File: src/rtl/multicycle_controller_pkg.sv
// Shared constants for the multicycle MIPS control path: state encodings,
// opcodes, alu_op codes and the decoder's control-vector layout.
package multicycle_controller_pkg;

  localparam logic [3:0] S_IDLE      = 4'd0;
  localparam logic [3:0] S_FETCH     = 4'd1;
  localparam logic [3:0] S_DECODE    = 4'd2;
  localparam logic [3:0] S_MEM_ADDR  = 4'd3;
  localparam logic [3:0] S_MEM_READ  = 4'd4;
  localparam logic [3:0] S_MEM_WB    = 4'd5;
  localparam logic [3:0] S_MEM_WRITE = 4'd6;
  localparam logic [3:0] S_R_EXEC    = 4'd7;
  localparam logic [3:0] S_R_WB      = 4'd8;
  localparam logic [3:0] S_BRANCH    = 4'd9;
  localparam logic [3:0] S_JUMP      = 4'd10;
  localparam logic [3:0] S_ADDI_EXEC = 4'd11;
  localparam logic [3:0] S_ADDI_WB   = 4'd12;
  localparam logic [3:0] S_ILLEGAL   = 4'd13;

  localparam logic [5:0] OP_RTYPE = 6'b000000;
  localparam logic [5:0] OP_LW    = 6'b100011;
  localparam logic [5:0] OP_SW    = 6'b101011;
  localparam logic [5:0] OP_BEQ   = 6'b000100;
  localparam logic [5:0] OP_J     = 6'b000010;
  localparam logic [5:0] OP_ADDI  = 6'b001000;

  localparam logic [1:0] ALU_MTYPE = 2'b00;
  localparam logic [1:0] ALU_BTYPE = 2'b01;
  localparam logic [1:0] ALU_RTYPE = 2'b10;
  localparam logic [1:0] ALU_JTYPE = 2'b11;

  localparam logic [1:0] PC_SRC_ALU    = 2'b00;
  localparam logic [1:0] PC_SRC_ALUOUT = 2'b01;
  localparam logic [1:0] PC_SRC_JUMP   = 2'b10;

  localparam logic [1:0] SRC_B_REG   = 2'b00;
  localparam logic [1:0] SRC_B_FOUR  = 2'b01;
  localparam logic [1:0] SRC_B_IMM   = 2'b10;
  localparam logic [1:0] SRC_B_SHIMM = 2'b11;

  typedef struct packed {
    logic       pc_write;
    logic       pc_write_cond;
    logic [1:0] pc_src;
    logic       i_or_d;
    logic       mem_read;
    logic       mem_write;
    logic       ir_write;
    logic       mem_to_reg;
    logic       reg_dst;
    logic       reg_write;
    logic       alu_src_a;
    logic [1:0] alu_src_b;
    logic [1:0] alu_op;
    logic       instr_done;
    logic       illegal_op;
  } ctrl_t;

  // Dispatch target out of DECODE; anything unsupported is absorbed in ILLEGAL.
  function automatic logic [3:0] decode_target(input logic [5:0] op);
    logic [3:0] tgt;
    case (op)
      OP_LW, OP_SW: tgt = S_MEM_ADDR;
      OP_RTYPE:     tgt = S_R_EXEC;
      OP_BEQ:       tgt = S_BRANCH;
      OP_J:         tgt = S_JUMP;
      OP_ADDI:      tgt = S_ADDI_EXEC;
      default:      tgt = S_ILLEGAL;
    endcase
    return tgt;
  endfunction

endpackage

File: src/rtl/mc_output_decoder.sv
// Combinational control-output decode from the current FSM state; mem_ready
// only qualifies the FETCH and MEM_WRITE handshake outputs.
module mc_output_decoder
  import multicycle_controller_pkg::*;
(
  input  logic [3:0] state,
  input  logic       mem_ready,
  output logic       pc_write,
  output logic       pc_write_cond,
  output logic [1:0] pc_src,
  output logic       i_or_d,
  output logic       mem_read,
  output logic       mem_write,
  output logic       ir_write,
  output logic       mem_to_reg,
  output logic       reg_dst,
  output logic       reg_write,
  output logic       alu_src_a,
  output logic [1:0] alu_src_b,
  output logic [1:0] alu_op,
  output logic       instr_done,
  output logic       illegal_op
);

  ctrl_t ctrl_s;

  // Per-state control vector; every field not named for a state stays 0.
  always_comb begin
    ctrl_s = '0;
    case (state)
      S_IDLE: begin
        ctrl_s = '0;
      end
      S_FETCH: begin
        ctrl_s.mem_read  = 1'b1;
        ctrl_s.i_or_d    = 1'b0;
        ctrl_s.alu_src_a = 1'b0;
        ctrl_s.alu_src_b = SRC_B_FOUR;
        ctrl_s.alu_op    = ALU_MTYPE;
        ctrl_s.pc_src    = PC_SRC_ALU;
        ctrl_s.ir_write  = mem_ready;
        ctrl_s.pc_write  = mem_ready;
      end
      S_DECODE: begin
        ctrl_s.alu_src_a = 1'b0;
        ctrl_s.alu_src_b = SRC_B_SHIMM;
        ctrl_s.alu_op    = ALU_MTYPE;
      end
      S_MEM_ADDR: begin
        ctrl_s.alu_src_a = 1'b1;
        ctrl_s.alu_src_b = SRC_B_IMM;
        ctrl_s.alu_op    = ALU_MTYPE;
      end
      S_MEM_READ: begin
        ctrl_s.mem_read = 1'b1;
        ctrl_s.i_or_d   = 1'b1;
      end
      S_MEM_WB: begin
        ctrl_s.reg_write  = 1'b1;
        ctrl_s.mem_to_reg = 1'b1;
        ctrl_s.reg_dst    = 1'b0;
        ctrl_s.instr_done = 1'b1;
      end
      S_MEM_WRITE: begin
        ctrl_s.mem_write  = 1'b1;
        ctrl_s.i_or_d     = 1'b1;
        ctrl_s.instr_done = mem_ready;
      end
      S_R_EXEC: begin
        ctrl_s.alu_src_a = 1'b1;
        ctrl_s.alu_src_b = SRC_B_REG;
        ctrl_s.alu_op    = ALU_RTYPE;
      end
      S_R_WB: begin
        ctrl_s.reg_write  = 1'b1;
        ctrl_s.reg_dst    = 1'b1;
        ctrl_s.mem_to_reg = 1'b0;
        ctrl_s.instr_done = 1'b1;
      end
      S_BRANCH: begin
        ctrl_s.alu_src_a     = 1'b1;
        ctrl_s.alu_src_b     = SRC_B_REG;
        ctrl_s.alu_op        = ALU_BTYPE;
        ctrl_s.pc_write_cond = 1'b1;
        ctrl_s.pc_src        = PC_SRC_ALUOUT;
        ctrl_s.instr_done    = 1'b1;
      end
      S_JUMP: begin
        ctrl_s.pc_write   = 1'b1;
        ctrl_s.pc_src     = PC_SRC_JUMP;
        ctrl_s.alu_op     = ALU_JTYPE;
        ctrl_s.instr_done = 1'b1;
      end
      S_ADDI_EXEC: begin
        ctrl_s.alu_src_a = 1'b1;
        ctrl_s.alu_src_b = SRC_B_IMM;
        ctrl_s.alu_op    = ALU_MTYPE;
      end
      S_ADDI_WB: begin
        ctrl_s.reg_write  = 1'b1;
        ctrl_s.reg_dst    = 1'b0;
        ctrl_s.mem_to_reg = 1'b0;
        ctrl_s.instr_done = 1'b1;
      end
      S_ILLEGAL: begin
        ctrl_s.illegal_op = 1'b1;
      end
      default: begin
        ctrl_s = '0;
      end
    endcase
  end

  assign pc_write      = ctrl_s.pc_write;
  assign pc_write_cond = ctrl_s.pc_write_cond;
  assign pc_src        = ctrl_s.pc_src;
  assign i_or_d        = ctrl_s.i_or_d;
  assign mem_read      = ctrl_s.mem_read;
  assign mem_write     = ctrl_s.mem_write;
  assign ir_write      = ctrl_s.ir_write;
  assign mem_to_reg    = ctrl_s.mem_to_reg;
  assign reg_dst       = ctrl_s.reg_dst;
  assign reg_write     = ctrl_s.reg_write;
  assign alu_src_a     = ctrl_s.alu_src_a;
  assign alu_src_b     = ctrl_s.alu_src_b;
  assign alu_op        = ctrl_s.alu_op;
  assign instr_done    = ctrl_s.instr_done;
  assign illegal_op    = ctrl_s.illegal_op;

endmodule

File: src/rtl/multicycle_controller.sv
// Main control FSM of the multicycle MIPS datapath: state register and
// next-state logic here, output decode in mc_output_decoder.
module multicycle_controller
  import multicycle_controller_pkg::*;
(
  input  logic       clk,
  input  logic       rst_n,
  input  logic [5:0] opcode,
  input  logic       mem_ready,
  output logic       pc_write,
  output logic       pc_write_cond,
  output logic [1:0] pc_src,
  output logic       i_or_d,
  output logic       mem_read,
  output logic       mem_write,
  output logic       ir_write,
  output logic       mem_to_reg,
  output logic       reg_dst,
  output logic       reg_write,
  output logic       alu_src_a,
  output logic [1:0] alu_src_b,
  output logic [1:0] alu_op,
  output logic       instr_done,
  output logic       illegal_op
);

  logic [3:0] state_r;
  logic [3:0] next_state_s;

  // State register; reset lands in IDLE so every enable drops immediately.
  always_ff @(posedge clk or negedge rst_n) begin
    if (!rst_n) begin
      state_r <= S_IDLE;
    end else begin
      state_r <= next_state_s;
    end
  end

  // Next-state logic; opcode is only consulted in DECODE and MEM_ADDR.
  always_comb begin
    next_state_s = state_r;
    case (state_r)
      S_IDLE:      next_state_s = S_FETCH;
      S_FETCH: begin
        if (mem_ready) begin
          next_state_s = S_DECODE;
        end else begin
          next_state_s = S_FETCH;
        end
      end
      S_DECODE:    next_state_s = decode_target(opcode);
      S_MEM_ADDR: begin
        if (opcode == OP_LW) begin
          next_state_s = S_MEM_READ;
        end else if (opcode == OP_SW) begin
          next_state_s = S_MEM_WRITE;
        end else begin
          next_state_s = S_ILLEGAL;
        end
      end
      S_MEM_READ: begin
        if (mem_ready) begin
          next_state_s = S_MEM_WB;
        end else begin
          next_state_s = S_MEM_READ;
        end
      end
      S_MEM_WB:    next_state_s = S_FETCH;
      S_MEM_WRITE: begin
        if (mem_ready) begin
          next_state_s = S_FETCH;
        end else begin
          next_state_s = S_MEM_WRITE;
        end
      end
      S_R_EXEC:    next_state_s = S_R_WB;
      S_R_WB:      next_state_s = S_FETCH;
      S_BRANCH:    next_state_s = S_FETCH;
      S_JUMP:      next_state_s = S_FETCH;
      S_ADDI_EXEC: next_state_s = S_ADDI_WB;
      S_ADDI_WB:   next_state_s = S_FETCH;
      S_ILLEGAL:   next_state_s = S_ILLEGAL;
      // Unused encodings restart cleanly rather than lock up.
      default:     next_state_s = S_IDLE;
    endcase
  end

  mc_output_decoder u_output_decoder (
    .state         (state_r),
    .mem_ready     (mem_ready),
    .pc_write      (pc_write),
    .pc_write_cond (pc_write_cond),
    .pc_src        (pc_src),
    .i_or_d        (i_or_d),
    .mem_read      (mem_read),
    .mem_write     (mem_write),
    .ir_write      (ir_write),
    .mem_to_reg    (mem_to_reg),
    .reg_dst       (reg_dst),
    .reg_write     (reg_write),
    .alu_src_a     (alu_src_a),
    .alu_src_b     (alu_src_b),
    .alu_op        (alu_op),
    .instr_done    (instr_done),
    .illegal_op    (illegal_op)
  );

endmodule

File: config.mk
export PLATFORM = sky130hd
export DESIGN_NAME = multicycle_controller
export DESIGN_NICKNAME = d
export VERILOG_FILES = /design/src/rtl/multicycle_controller_pkg.sv /design/src/rtl/mc_output_decoder.sv /design/src/rtl/multicycle_controller.sv
export SDC_FILE = /design/constraint.sdc
export NUM_CORES = 1
export LEC_CHECK = 0
export ABC_AREA = 1
export BUFFER_PORTS_ARGS = -buffer_cell sky130_fd_sc_hd__buf_2
export CORE_AREA = 2 2 39 41
export DETAILED_ROUTE_END_ITERATION = 16
export DIE_AREA = 0 0 41 43
export PLACE_DENSITY = 0.7
export SLEW_MARGIN = 10
export SYNTH_ARGS = -nofsm -noshare
export SYNTH_HDL_FRONTEND = slang
export SYNTH_SLANG_ARGS = --single-unit
File: constraint.sdc
create_clock -name clk -period 1.3 [get_ports clk]
set_clock_uncertainty 0.05 [all_clocks]
set_input_delay 0.065 -clock clk [delete_from_list [all_inputs] [get_ports clk]]
set_output_delay 0.065 -clock clk [all_outputs]
set_load 0.01 [all_outputs]
== Word-level counts from Yosys, hierarchy flattened ==
Cells that the tools add are included.
Word-level totals
  register bits after elaboration: 4
  input port bits: 9
  output and inout bits: 18
  logic and storage cells: 47
Cells by class
  eq/ne operators: 18
  muxes and demuxes: 19
  reduce and logical (&&, ||, !) cells: 9
Operators by type and width (count)
  $pmux 4 s9: 1
  $eq 4x4->1 const B: 6
  $pmux 4 s5: 1
  $eq 4x3->1 const B: 4
  $eq 6x6->1 const B: 2
  $pmux 3 s4: 1
  $reduce_or 2->1: 5
  $pmux 3 s3: 1
  $eq 4x2->1 const B: 2
  $mux 4: 2
  $mux 1: 7
  $eq 6x2->1 const B: 1
  $eq 6x3->1 const B: 1
  $eq 6x4->1 const B: 1
  $logic_not 6->1: 1
  $pmux 2 s3: 1
  $reduce_or 6->1: 1
  $reduce_or 5->1: 1
  $eq 4x1->1 const B: 1
  $logic_not 4->1: 1
  $pmux 1 s2: 2
  $pmux 2 s2: 1
  $mux 3: 1
  $mux 2: 1

== Depth between registers and ports, before layout ==
Gate-level depths: netlist (run 1).
  depth in word-level cells: 4
  mapped depth: 8

== Hierarchy ==
From an unflattened synthesis (run 1), not the netlist that was laid out.
Second synthesis, totals
  cells, all modules: 116
  area, all modules: 589.3 sq um
Modules (own cells, without submodules)
  multicycle_controller: instances 1, cells an instance 72, area each 390.4 sq um, seq. area each 100.1 sq um
  mc_output_decoder: instances 1, cells an instance 44, area each 198.9 sq um, seq. area each 0.0 sq um

== Worst setup path after synthesis (run 1) ==
No wires, ideal clock.
  path kind: flip-flop to flip-flop
  from: register state_r[3]
  to: register state_r[1]
  data arrival time: 1.059 ns
  data required time: 1.167 ns
  setup slack: 0.108 ns
  cell stages (with the launch flop): 8
  period minus slack after synthesis: 1.192 ns
  path through: dfrtp_1 -> inv_1 -> nand2_2 -> nor2_1 -> nand2_1 -> nand2_1 -> a21oi_1 -> o21ai_0
Between the ends
  word-level cells in the longest chain between the ends: 3
  elaborated cells between the ends (all ways): 16
RTL lines
  from (decl): RTL line multicycle_controller.sv:27  | logic [3:0] state_r;
  from (signal assigned): RTL line multicycle_controller.sv:35  | state_r <= next_state_s;
  $eq 4x3->1 (tied with other cells): RTL line multicycle_controller.sv:42  | case (state_r)
  $reduce_or 6->1 (no source line)
  $pmux 4 s9 (*): RTL line multicycle_controller.sv:42
  via next_state_s[1]: RTL line multicycle_controller.sv:28  | logic [3:0] next_state_s;
The timed path passes the listed nets; every way through them passes the cells marked *.

== Final worst setup path (run 1) ==
  from: register state_r[3]
  to: output instr_done
Between the ends
  word-level cells in the longest chain between the ends: 3
  elaborated cells between the ends (all ways): 8
RTL lines
  $eq 4x3->1 or $eq 4x4->1 (tied branches): RTL line mc_output_decoder.sv:30  | case (state)
  $reduce_or 5->1 (no source line)
  $pmux 1 s2 (*): RTL line mc_output_decoder.sv:30
  to (decl): RTL line multicycle_controller.sv:23  | output logic instr_done,
Mark *: on every way between the ends. The rest lies on a longest branch, timed or not.

==> impl_results.md, run 1 <==
- Placed Instances: 154
- Fin. max-slew vios: 0
- Minimum clock period: 1.51 ns
- CTS tree: built
- YS warnings: 0
- Routed WL per cell: 13.0 um
- Crit. End Element: output pin
- Synth area leaders: nand2_1 (21%), dfrtp_1 (18%), inv_1 (14%)
- Lkg Pwr: 0.661 nW
- CTS sink cnt: 4
- TritonCTS Buffers: 3
- Post-DP HPWL: 1210 um
- CTS clk-pin slew, worst paths: 0.04 ns
- Post-Syn Area per Cell: 5.04 um^2
- Outcome: finished with violations
- Max Cap Viol: 0
- Global route total overflow: 0
- Initial core utilization: 0.397
- Io pins: 27
- Chip width: 41 um
- Startpoint Class: register
- Met3 usage: 0.0314
- Max reg flops: 4
- Worst-margin pin slew: 0.221 ns
- Routed wire length: 2170 um
- Yosys cell types: 13
- Final net count: 162
- Vias: 845
- Largest net degree at the start of global routing: 6
- GR Util met2: 0.391
- Tcrit/Tclk final: 1.16
- Maximum vdd drop: 0.724 mV
- CP max FO: 4
- Clk_lat worst skew: 0.24 ns
- Number of fill cells in the layout: 105
- Top Registers: state_r x4
- Synth top area share: 0.212
- Fmax: 664 MHz
- Initial drt markers: 29
- Mapped Area: 549 um^2
- Hold Path Class: primary input to async pin
- GRT met1 Usage: 0.174
- Area Growth Syn to Fin: 80.4%
- Setup CP Type: register to output pin
- DRC: 0
- Synth Instances: 109
- # diodes: 0
- Required time worst endpoint: 1.19 ns
- Synth area leader: nand2_1
- Global routing's busiest layer: met2
- Core area: 1380 um^2
- Chip height: 43 um
- Routed Antenna Nets: 0
- Tot Pwr: 1.88 mW
- Finished Layout Cells: 167
- Cell row count: 14
- Worst Reg-to-Reg Cells: 7
- Overall global routing resource usage: 0.204
- Final GP Congestion: 0.774
- Synth Register Bits: 4
- Pwr Density: 1890 nW/um^2
- Slew headroom: 0.852
- Unrepaired setup endpoints after global routing: true
- Share of post-route cells with drive strength above 1: 0.550
- Reg with most FFs: state_r
- Final setup margin: -0.207 ns
- First-pass GRT wire length: 2370 um
- Initial antenna violation count: 0
- CTS root buffer: clkbuf_4
- Vias per inst: 5.06
- Vias in the first global route: 618
- Drt pass-1 iters: 4
- Fin. Hold Viols: 0
- Register area share after synthesis: 0.182
- Die area: 1760 um^2
- IO Port Bufs: 26
- Final setup fails: 17
- Net Count, Synth: 118
- Worst EP arrival: 1.39 ns
- Failing checks: setup timing
- Clk buf depth: 2
- H-tree depth: 1
## critical path, cell delays in order (launching register included)
cell and delay [ns]:
dfrtp_2 0.41, inv_2 0.07, nand2_4 0.09, inv_4 0.06, nand2_4 0.07, nand2_2 0.05, a211o_1 0.25, buf_2 0.13
## per-stage QoR
stage          worst slack, ns  instance area [um^2]  TNS (ns)  utilization  hold slack, ns
2_1_floorplan            0.108                   549         0            -          -0.281
3_3_place_gp           0.00614                   722         0        0.522          -0.176
3_5_place_dp           0.00843                   722         0        0.522          -0.172
4_1_cts                 -0.148                   843     -1.16        0.609           0.115
5_1_grt                 -0.239                   991     -2.66        0.716           0.122
6_report                -0.207                   991     -1.71        0.716           0.110
## synthesized netlist by cell type (all sizes together)
master   n
a21oi    2
o21ai    7
inv     27
nand3    7
nor3     4
nor2    18
nor3b    1
nand2   38
dfrtp    4
a211o    1
## layout by cell type (no fill, tap or decap)
cell | netlist | final
inv_4 | 0 | 2
inv_6 | 0 | 1
buf_6 | 0 | 10
nand3_1 | 7 | 6
nor3_1 | 4 | 3
nand2_4 | 0 | 8
a21oi_1 | 2 | 2
nor2_2 | 0 | 2
inv_2 | 6 | 9
buf_4 | 0 | 8
o21ai_2 | 1 | 4
buf_2 | 0 | 20
nor2_1 | 18 | 15
inv_1 | 21 | 15
nand3_2 | 0 | 1
dfrtp_2 | 0 | 4
a211o_1 | 1 | 1
nand2_1 | 31 | 22
clkbuf_4 | 0 | 3
nor3b_2 | 0 | 1
nor2_4 | 0 | 1
o21ai_0 | 6 | 2
o21ai_1 | 0 | 1
nand2_2 | 7 | 8
nor3_2 | 0 | 1
dlygate4sd3_1 | 0 | 1
## metal layers
metal,wire (um),share of wire
met1,774,0.36
met2,1220,0.56
met3,117,0.054
met4,51,0.024
met5,0,0
## final cells by class
| type | instances | area, um^2 | share of cell area |
|---|---|---|---|
| Inverter | 27 | 111 | 0.112 |
| Sequential cell | 4 | 105 | 0.106 |
| Tap cell | 16 | 20.0 | 0.0202 |
| Multi-Input combinational cell | 78 | 449 | 0.453 |
| Clock buffer | 3 | 22.5 | 0.0227 |
| Timing Repair Buffer | 39 | 283 | 0.285 |
## what timing repair did
item	CTS	global route
gates resized for setup	15	41
hold buffers	1	0
pin swaps	8	7
buffers inserted	8	2
setup endpoints to repair	12	22
endpoints found under the hold margin	4	0
## path summary, 6_finish.rpt
kind / endpoint / slack [ns] / from
hold reg to reg: state_r[1] / 0.75 / state_r[3]
min in group clk: state_r[1] / 0.17 / opcode[3]
max in group asynchronous: state_r[2] / 0.95 / rst_n
setup / recovery: instr_done / -0.21 / state_r[3]
hold / removal: state_r[3] / 0.11 / rst_n
setup reg to reg: state_r[0] / -0.04 / state_r[3]
## power breakdown
part / switching [mW] / leakage (nW) / internal, mW / total (mW)
Sequential: 0.0924 / 0.0459 / 0.184 / 0.277
Clock: 0.0567 / 0.0138 / 0.104 / 0.160
Combinational: 0.835 / 0.601 / 0.604 / 1.44
Total: 0.984 / 0.661 / 0.892 / 1.88
## cells by family after synthesis
kind of cell | synth area share
AND/OR/NAND/NOR | 0.528
buffers and inverters | 0.185
AO/OA/AOI/OAI | 0.105
flip-flops | 0.182
Note: power is estimated with default switching activity, not from simulation.
==> run 2: changes to the inputs <==
--- a/config.mk
+++ b/config.mk
@@ -7,10 +7,10 @@
 export LEC_CHECK = 0
 export ABC_AREA = 1
 export BUFFER_PORTS_ARGS = -buffer_cell sky130_fd_sc_hd__buf_2
-export CORE_AREA = 2 2 39 41
+export CORE_MARGIN = 2
+export CORE_UTILIZATION = 35
 export DETAILED_ROUTE_END_ITERATION = 16
-export DIE_AREA = 0 0 41 43
-export PLACE_DENSITY = 0.7
+export PLACE_DENSITY = 0.61
 export SLEW_MARGIN = 10
 export SYNTH_ARGS = -nofsm -noshare
 export SYNTH_HDL_FRONTEND = slang
==> constraint.sdc (replaced) <==
create_clock -name clk -period 1.7 [get_ports clk]
set_clock_uncertainty 0.05 [all_clocks]
set_input_delay 0.17 -clock clk [delete_from_list [all_inputs] [get_ports clk]]
set_output_delay 0.17 -clock clk [all_outputs]
set_load 0.01 [all_outputs]
==> run 2 against run 1 <==
The run now ends clean; power is 48% lower; utilization is 22 points lower; critical endpoint unchanged; sequential share of layout area is 3.0 points higher; final cell count is 6.6% lower; die area is 7.9% higher; largest power group unchanged; critical path depth is 1 lower.
==> impl_results.md, run 2 (synthesis gave the netlist of run 1 again) <==
- Outcome: finished, final reports clean
- Worst-margin pin slew: 0.249 ns (+0.0288 ns)
- Setup CP Type: register to output pin
- Overall global routing resource usage: 0.161 (-0.0435)
- Clk buf depth: 2 (unchanged)
- H-tree depth: 1 (unchanged)
- Max Cap Viol: 0 (unchanged)
- Multi-input logic area: 350 um^2 (-22%)
- Final setup fails: 0 (-17)
- Die area: 1900 um^2 (+7.9%)
- Drt pass-1 iters: 4 (unchanged)
- CTS root buffer: clkbuf_4
- Reg with most FFs: state_r
- Final GP Congestion: 0.907 (+17%)
- Bufs and invs on worst path: 2 (-1)
- Chip width: 43.6 um (+6.4%)
- Startpoint Class: register
- Vias in the first global route: 582 (-5.8%)
- Required time worst endpoint: 1.48 ns (+0.29 ns)
- Fin Hold WS: 0.199 ns (+0.0897 ns)
- Hold Path Class: primary input to async pin
- Worst EP arrival: 1.41 ns (+0.02 ns)
- Vias per inst: 4.64 (-8.3%)
- Area Growth Syn to Fin: 35.3%
- Initial antenna violation count: 0 (unchanged)
- Tot Pwr: 0.982 mW (-48%)
- TritonCTS Buffers: 3 (unchanged)
- Chip height: 43.6 um (+1.4%)
- Max reg flops: 4 (unchanged)
- Routed Antenna Nets: 0 (unchanged)
- Fin. Hold Viols: 0 (unchanged)
- Routed WL per cell: 8.97 um (-31%)
- CTS clk-pin slew, worst paths: 0.04 ns (about the same)
- Initial core utilization: 0.369 (-0.0280)
- Slew headroom: 0.832 (-0.0199)
- # diodes: 0 (unchanged)
- Commonest non-fill, non-tap cell in the layout: nand2_1
- Number of fill cells in the layout: 169 (+61%)
- Minimum clock period: 1.63 ns
- Routed wire length: 1400 um (-35%)
- Vias: 724 (-14%)
- Share of post-route cells with drive strength above 1: 0.329 (-0.221)
- CTS tree: built
- Worst path max stage delay: 0.44 ns (+0.03 ns)
- Internal reg-to-reg setup slack: 0.36 ns (+0.40 ns)
- Largest net degree at the start of global routing: 7 (+1)
- Crit. End Element: output pin
- Fmax: 615 MHz
- Top Registers: state_r x4
- Io pins: 27 (unchanged)
- Core area: 1490 um^2 (+7.6%)
- Initial drt markers: 12 (-59%)
- Clk_lat worst skew: 0.25 ns (about the same)
- Fin. max-slew vios: 0 (unchanged)
- Register Area: 101 um^2 (-3.6%)
- Pwr Density: 1320 nW/um^2 (-30%)
- First-pass GRT wire length: 2290 um (-3.2%)
- CP Cell Sequence: nand2_1, inv_2, nand2_2, nand2_2, a211o_1, buf_2
- Most frequent cells in the layout: nand2_1 (31), buf_2 (26), inv_1 (21)
- CTS sink cnt: 4 (unchanged)
- Cell row count: 14 (unchanged)
- Global route total overflow: 0 (unchanged)
- Area post-placement: 699 um^2 (-3.1%)
- CP dominant cell by count: nand2_2
- Unrepaired setup endpoints after global routing: true
- DRC: 0 (unchanged)
- Lkg Pwr: 0.555 nW (-16%)
- Maximum vdd drop: 0.750 mV (+3.5%)
- Final net count: 151 (-6.8%)
- Tcrit/Tclk final: 0.957
- CP max FO: 6 (+2)
- Critical path's top delay family: flip-flops
- Post-DP HPWL: 1230 um (+1.3%)
- Slowest cell on crit path: dfrtp_2
- Fin area: 743 um^2 (-25%)
- IO Port Bufs: 26 (unchanged)
## run 2: cell types whose count changed in the layout (fill, tap and decap cells not counted), sizes merged
cell  before  now
buf       38   27
## run 2: per-layer routing
layer / GRT usage / part of all wire / wire length [um]
met1: 0.210 / 0.48 / 665
met2: 0.259 / 0.45 / 632
met3: 0.0125 / 0.051 / 72
met5: 0 / 0 / 0
met4: 0.0909 / 0.021 / 30
## run 2: cell type report
class,count,area share
clock buffer,3,0.0303
inverter,27,0.136
multi-input combinational,78,0.471
sequential,4,0.136
tap,16,0.0269
timing repair buffer,28,0.199
## run 2: worst register-to-register path: cells and delay by family, from the launching register on
kind                   cells  cell delay (ns)
AO/OA/AOI/OAI              1             0.09
flip-flops                 1             0.36
buffers and inverters      2             0.19
AND/OR/NAND/NOR            4             0.51
## run 2: report_power, final
group	switching, mW	internal (mW)
sequential	0.0447	0.136
clock	0.0451	0.0794
combinational	0.424	0.252
total	0.514	0.468
## run 2: what timing repair did
action	4_1_cts	5_1_grt
setup endpoints to repair	0	1
hold buffers	1	0
setup buffers	0	1
endpoints found under the hold margin	4	0
gates resized for setup	0	2
## run 2: path summary, 6_finish.rpt
check | startpoint | depth (start not counted) | to
max in group asynchronous | rst_n | 2 | state_r[0]
setup / recovery | state_r[0] | 6 | instr_done
hold reg to reg | state_r[3] | 4 | state_r[1]
setup reg to reg | state_r[3] | 7 | state_r[0]
min in group clk | opcode[3] | 6 | state_r[2]
hold / removal | rst_n | 2 | state_r[1]
## run 2: per-stage QoR
step                std cells  TNS, ns  setup slack [ns]  utilization
floorplan                 109        0             0.444            -
finish                    156        0            0.0733        0.499
global route              156  -0.0218           -0.0218        0.499
global placement          151        0             0.315        0.470
detailed placement        151        0             0.298        0.470
CTS                       155        0            0.0429        0.492
==> run 3: changes to the inputs <==
--- a/config.mk
+++ b/config.mk
@@ -10,7 +10,7 @@
 export CORE_MARGIN = 2
 export CORE_UTILIZATION = 35
 export DETAILED_ROUTE_END_ITERATION = 16
-export PLACE_DENSITY = 0.61
+export PLACE_DENSITY_LB_ADDON = 0.08
 export SLEW_MARGIN = 10
 export SYNTH_ARGS = -nofsm -noshare
 export SYNTH_HDL_FRONTEND = slang
==> constraint.sdc (replaced) <==
create_clock -name clk -period 1.7 [get_ports clk]
set_clock_uncertainty 0.05 [all_clocks]
set_input_delay 0.085 -clock clk [delete_from_list [all_inputs] [get_ports clk]]
set_output_delay 0.085 -clock clk [all_outputs]
set_load 0.01 [all_outputs]
==> run 3 against run 2 <==
Global-route usage barely moved; routed wire length rose by 1.4%; first-iteration DRC count rose by 25%; fmax rose by 4.9%; design area fell by 1.5%; via count fell by 0.14%; largest cell class unchanged; power fell by 1.5%; sequential share of layout area barely moved; highest routed layer unchanged; die area did not move.
==> impl_results.md, run 3 (synthesis gave the netlist of run 1 again) <==
- Maximum vdd drop: 0.880 mV (+17%)
- Post-DP HPWL: 1230 um (+0.33%)
- Routed WL per cell: 9.15 um (+2.0%)
- Fin. max-slew vios: 0 (unchanged)
- Comb pwr share: 0.677 (-0.012)
- Tot Pwr: 0.967 mW (-1.5%)
- Most frequent cells in the layout: nand2_1 (31), buf_2 (26), inv_1 (21)
- Startpoint Class: register
- Overall global routing resource usage: 0.160 (-0.000274)
- Die area: 1900 um^2 (unchanged)
- Pwr Density: 1320 nW/um^2 (about the same)
- Finished Layout Cells: 155 (-0.64%)
- Setup CP Type: register to output pin
- First-pass GRT wire length: 2350 um (+2.4%)
- Max reg flops: 4 (unchanged)
- Area post-placement: 699 um^2 (unchanged)
- Max Cap Viol: 0 (unchanged)
- Sw Pwr: 0.511 mW (-0.48%)
- Fin area: 732 um^2 (-1.5%)
- Fmax: 645 MHz (+4.9%)
- Minimum clock period: 1.55 ns (-0.0754 ns)
- Global route total overflow: 0 (unchanged)
- Unrepaired setup endpoints after global routing: false
- Clk_lat worst skew: 0.25 ns (about the same)
- Tcrit/Tclk final: 0.913 (-0.0444)
- Initial antenna violation count: 0 (unchanged)
- CTS sink cnt: 4 (unchanged)
- CTS tree: built
- # diodes: 0 (unchanged)
- Initial drt markers: 15 (+3)
- Final setup margin: 0.149 ns (+0.0754 ns)
- Internal Power: 0.456 mW (-2.6%)
- Clk buf depth: 2 (unchanged)
- CTS root buffer: clkbuf_4
- Routed Antenna Nets: 0 (unchanged)
- Io pins: 27 (unchanged)
- Largest net degree at the start of global routing: 7 (unchanged)
- Lkg Pwr: 0.551 nW (-0.81%)
- Worst EP arrival: 1.42 ns (about the same)
- Final GP Congestion: 0.854 (-5.8%)
- Placement Setup Slack: 0.407 ns (+0.109 ns)
- Worst R2R Start: state_r[0]
- Internal reg-to-reg setup slack: 0.41 ns (+0.05 ns)
- CP max FO: 6 (unchanged)
- Outcome: finished, final reports clean
- Worst r2r dst: state_r[0]
- Share of post-route cells with drive strength above 1: 0.309 (-0.0192)
- IO Port Bufs: 26 (unchanged)
- Fin. Hold Viols: 0 (unchanged)
- Initial core utilization: 0.369 (unchanged)
- Clock network power share: 0.133 (+0.006)
- Reg with most FFs: state_r
- Commonest non-fill, non-tap cell in the layout: nand2_1
- Slew headroom: 0.857 (+0.0240)
- Vias: 723 (-0.14%)
- Top Registers: state_r x4
- Chip height: 43.6 um (unchanged)
- Placed Instances: 151 (unchanged)
- Worst-margin pin slew: 0.214 ns (-0.0358 ns)
- Sw Share: 0.528 (+0.00527)
- Cell row count: 14 (unchanged)
- Worst Reg-to-Reg Cells: 7 (unchanged)
- H-tree depth: 1 (unchanged)
- Final setup fails: 0 (unchanged)
- Fin util: 0.492 (-0.00756)
- Area Growth Syn to Fin: 33.3%
- Crit. End Element: output pin
- Resized Gates After CTS: 0 (unchanged)
- Routed wire length: 1420 um (+1.4%)
- Vias in the first global route: 593 (+1.9%)
- Drt pass-1 iters: 4 (unchanged)
- Core area: 1490 um^2 (unchanged)
- Fin Hold WS: 0.116 ns (-0.0834 ns)
- Hold Path Class: primary input to async pin
- CTS clk-pin slew, worst paths: 0.05 ns (about the same)
- TritonCTS Buffers: 3 (unchanged)
- DRC: 0 (unchanged)
- Required time worst endpoint: 1.56 ns (+0.08 ns)
- Chip width: 43.6 um (unchanged)
- Final net count: 150 (-0.66%)
- Fin Setup TNS: 0 ns (unchanged)
- Vias per inst: 4.66 (+0.51%)
- Sequential fraction of design power: 0.190 (+0.005)
## run 3: cell types whose count changed in the layout (fill, tap and decap cells not counted), sizes merged
cell | previous run | this run
buf | 27 | 26
## run 3: worst max-delay path: stages (launching register included)
cell and delay [ns]:
dfrtp_1 0.45, inv_2 0.08, nand2_2 0.07, inv_2 0.04, nand2_2 0.09, nand2_1 0.07
a211o_1 0.22, buf_2 0.14
## run 3: area by class of cell
cell class	instances	area [um^2]
clock buffer	3	22.5
fill	176	757
inverter	27	101
multi-input combinational	78	348
sequential	4	100
tap	16	20.0
timing repair buffer	27	140
## run 3: power groups by stage
stage          Combinational [mW]  Clock (mW)  Sequential [mW]
2_1_floorplan               0.451           0            0.174
3_3_place_gp                0.661           0            0.184
3_5_place_dp                0.658           0            0.184
4_1_cts                     0.662       0.131            0.183
5_1_grt                     0.745       0.134            0.190
6_report                    0.655       0.128            0.184
## run 3: how the worst max path moves through the flow
stage | startpoint | to | slack [ns] | depth (start not counted)
2_1_floorplan | state_r[3] | state_r[1] | 0.51 | 7
3_3_place_gp | state_r[0] | state_r[0] | 0.36 | 7
3_5_place_dp | state_r[3] | instr_done | 0.41 | 7
4_1_cts | state_r[3] | instr_done | 0.15 | 7
5_1_grt | state_r[2] | instr_done | 0.02 | 7
6_report | state_r[0] | instr_done | 0.15 | 7
## run 3: what timing repair did
item / CTS / global route
hold buffers: 1 / 0
hold endpoints to repair: 4 / 0
setup endpoints to repair: 0 / 0
buffers inserted: 0 / 0
## run 3: layer usage
metal	wire length, um	track usage
met4	21	0.0727
met2	662	0.265
met3	95	0.0125
met1	640	0.211
met5	0	0
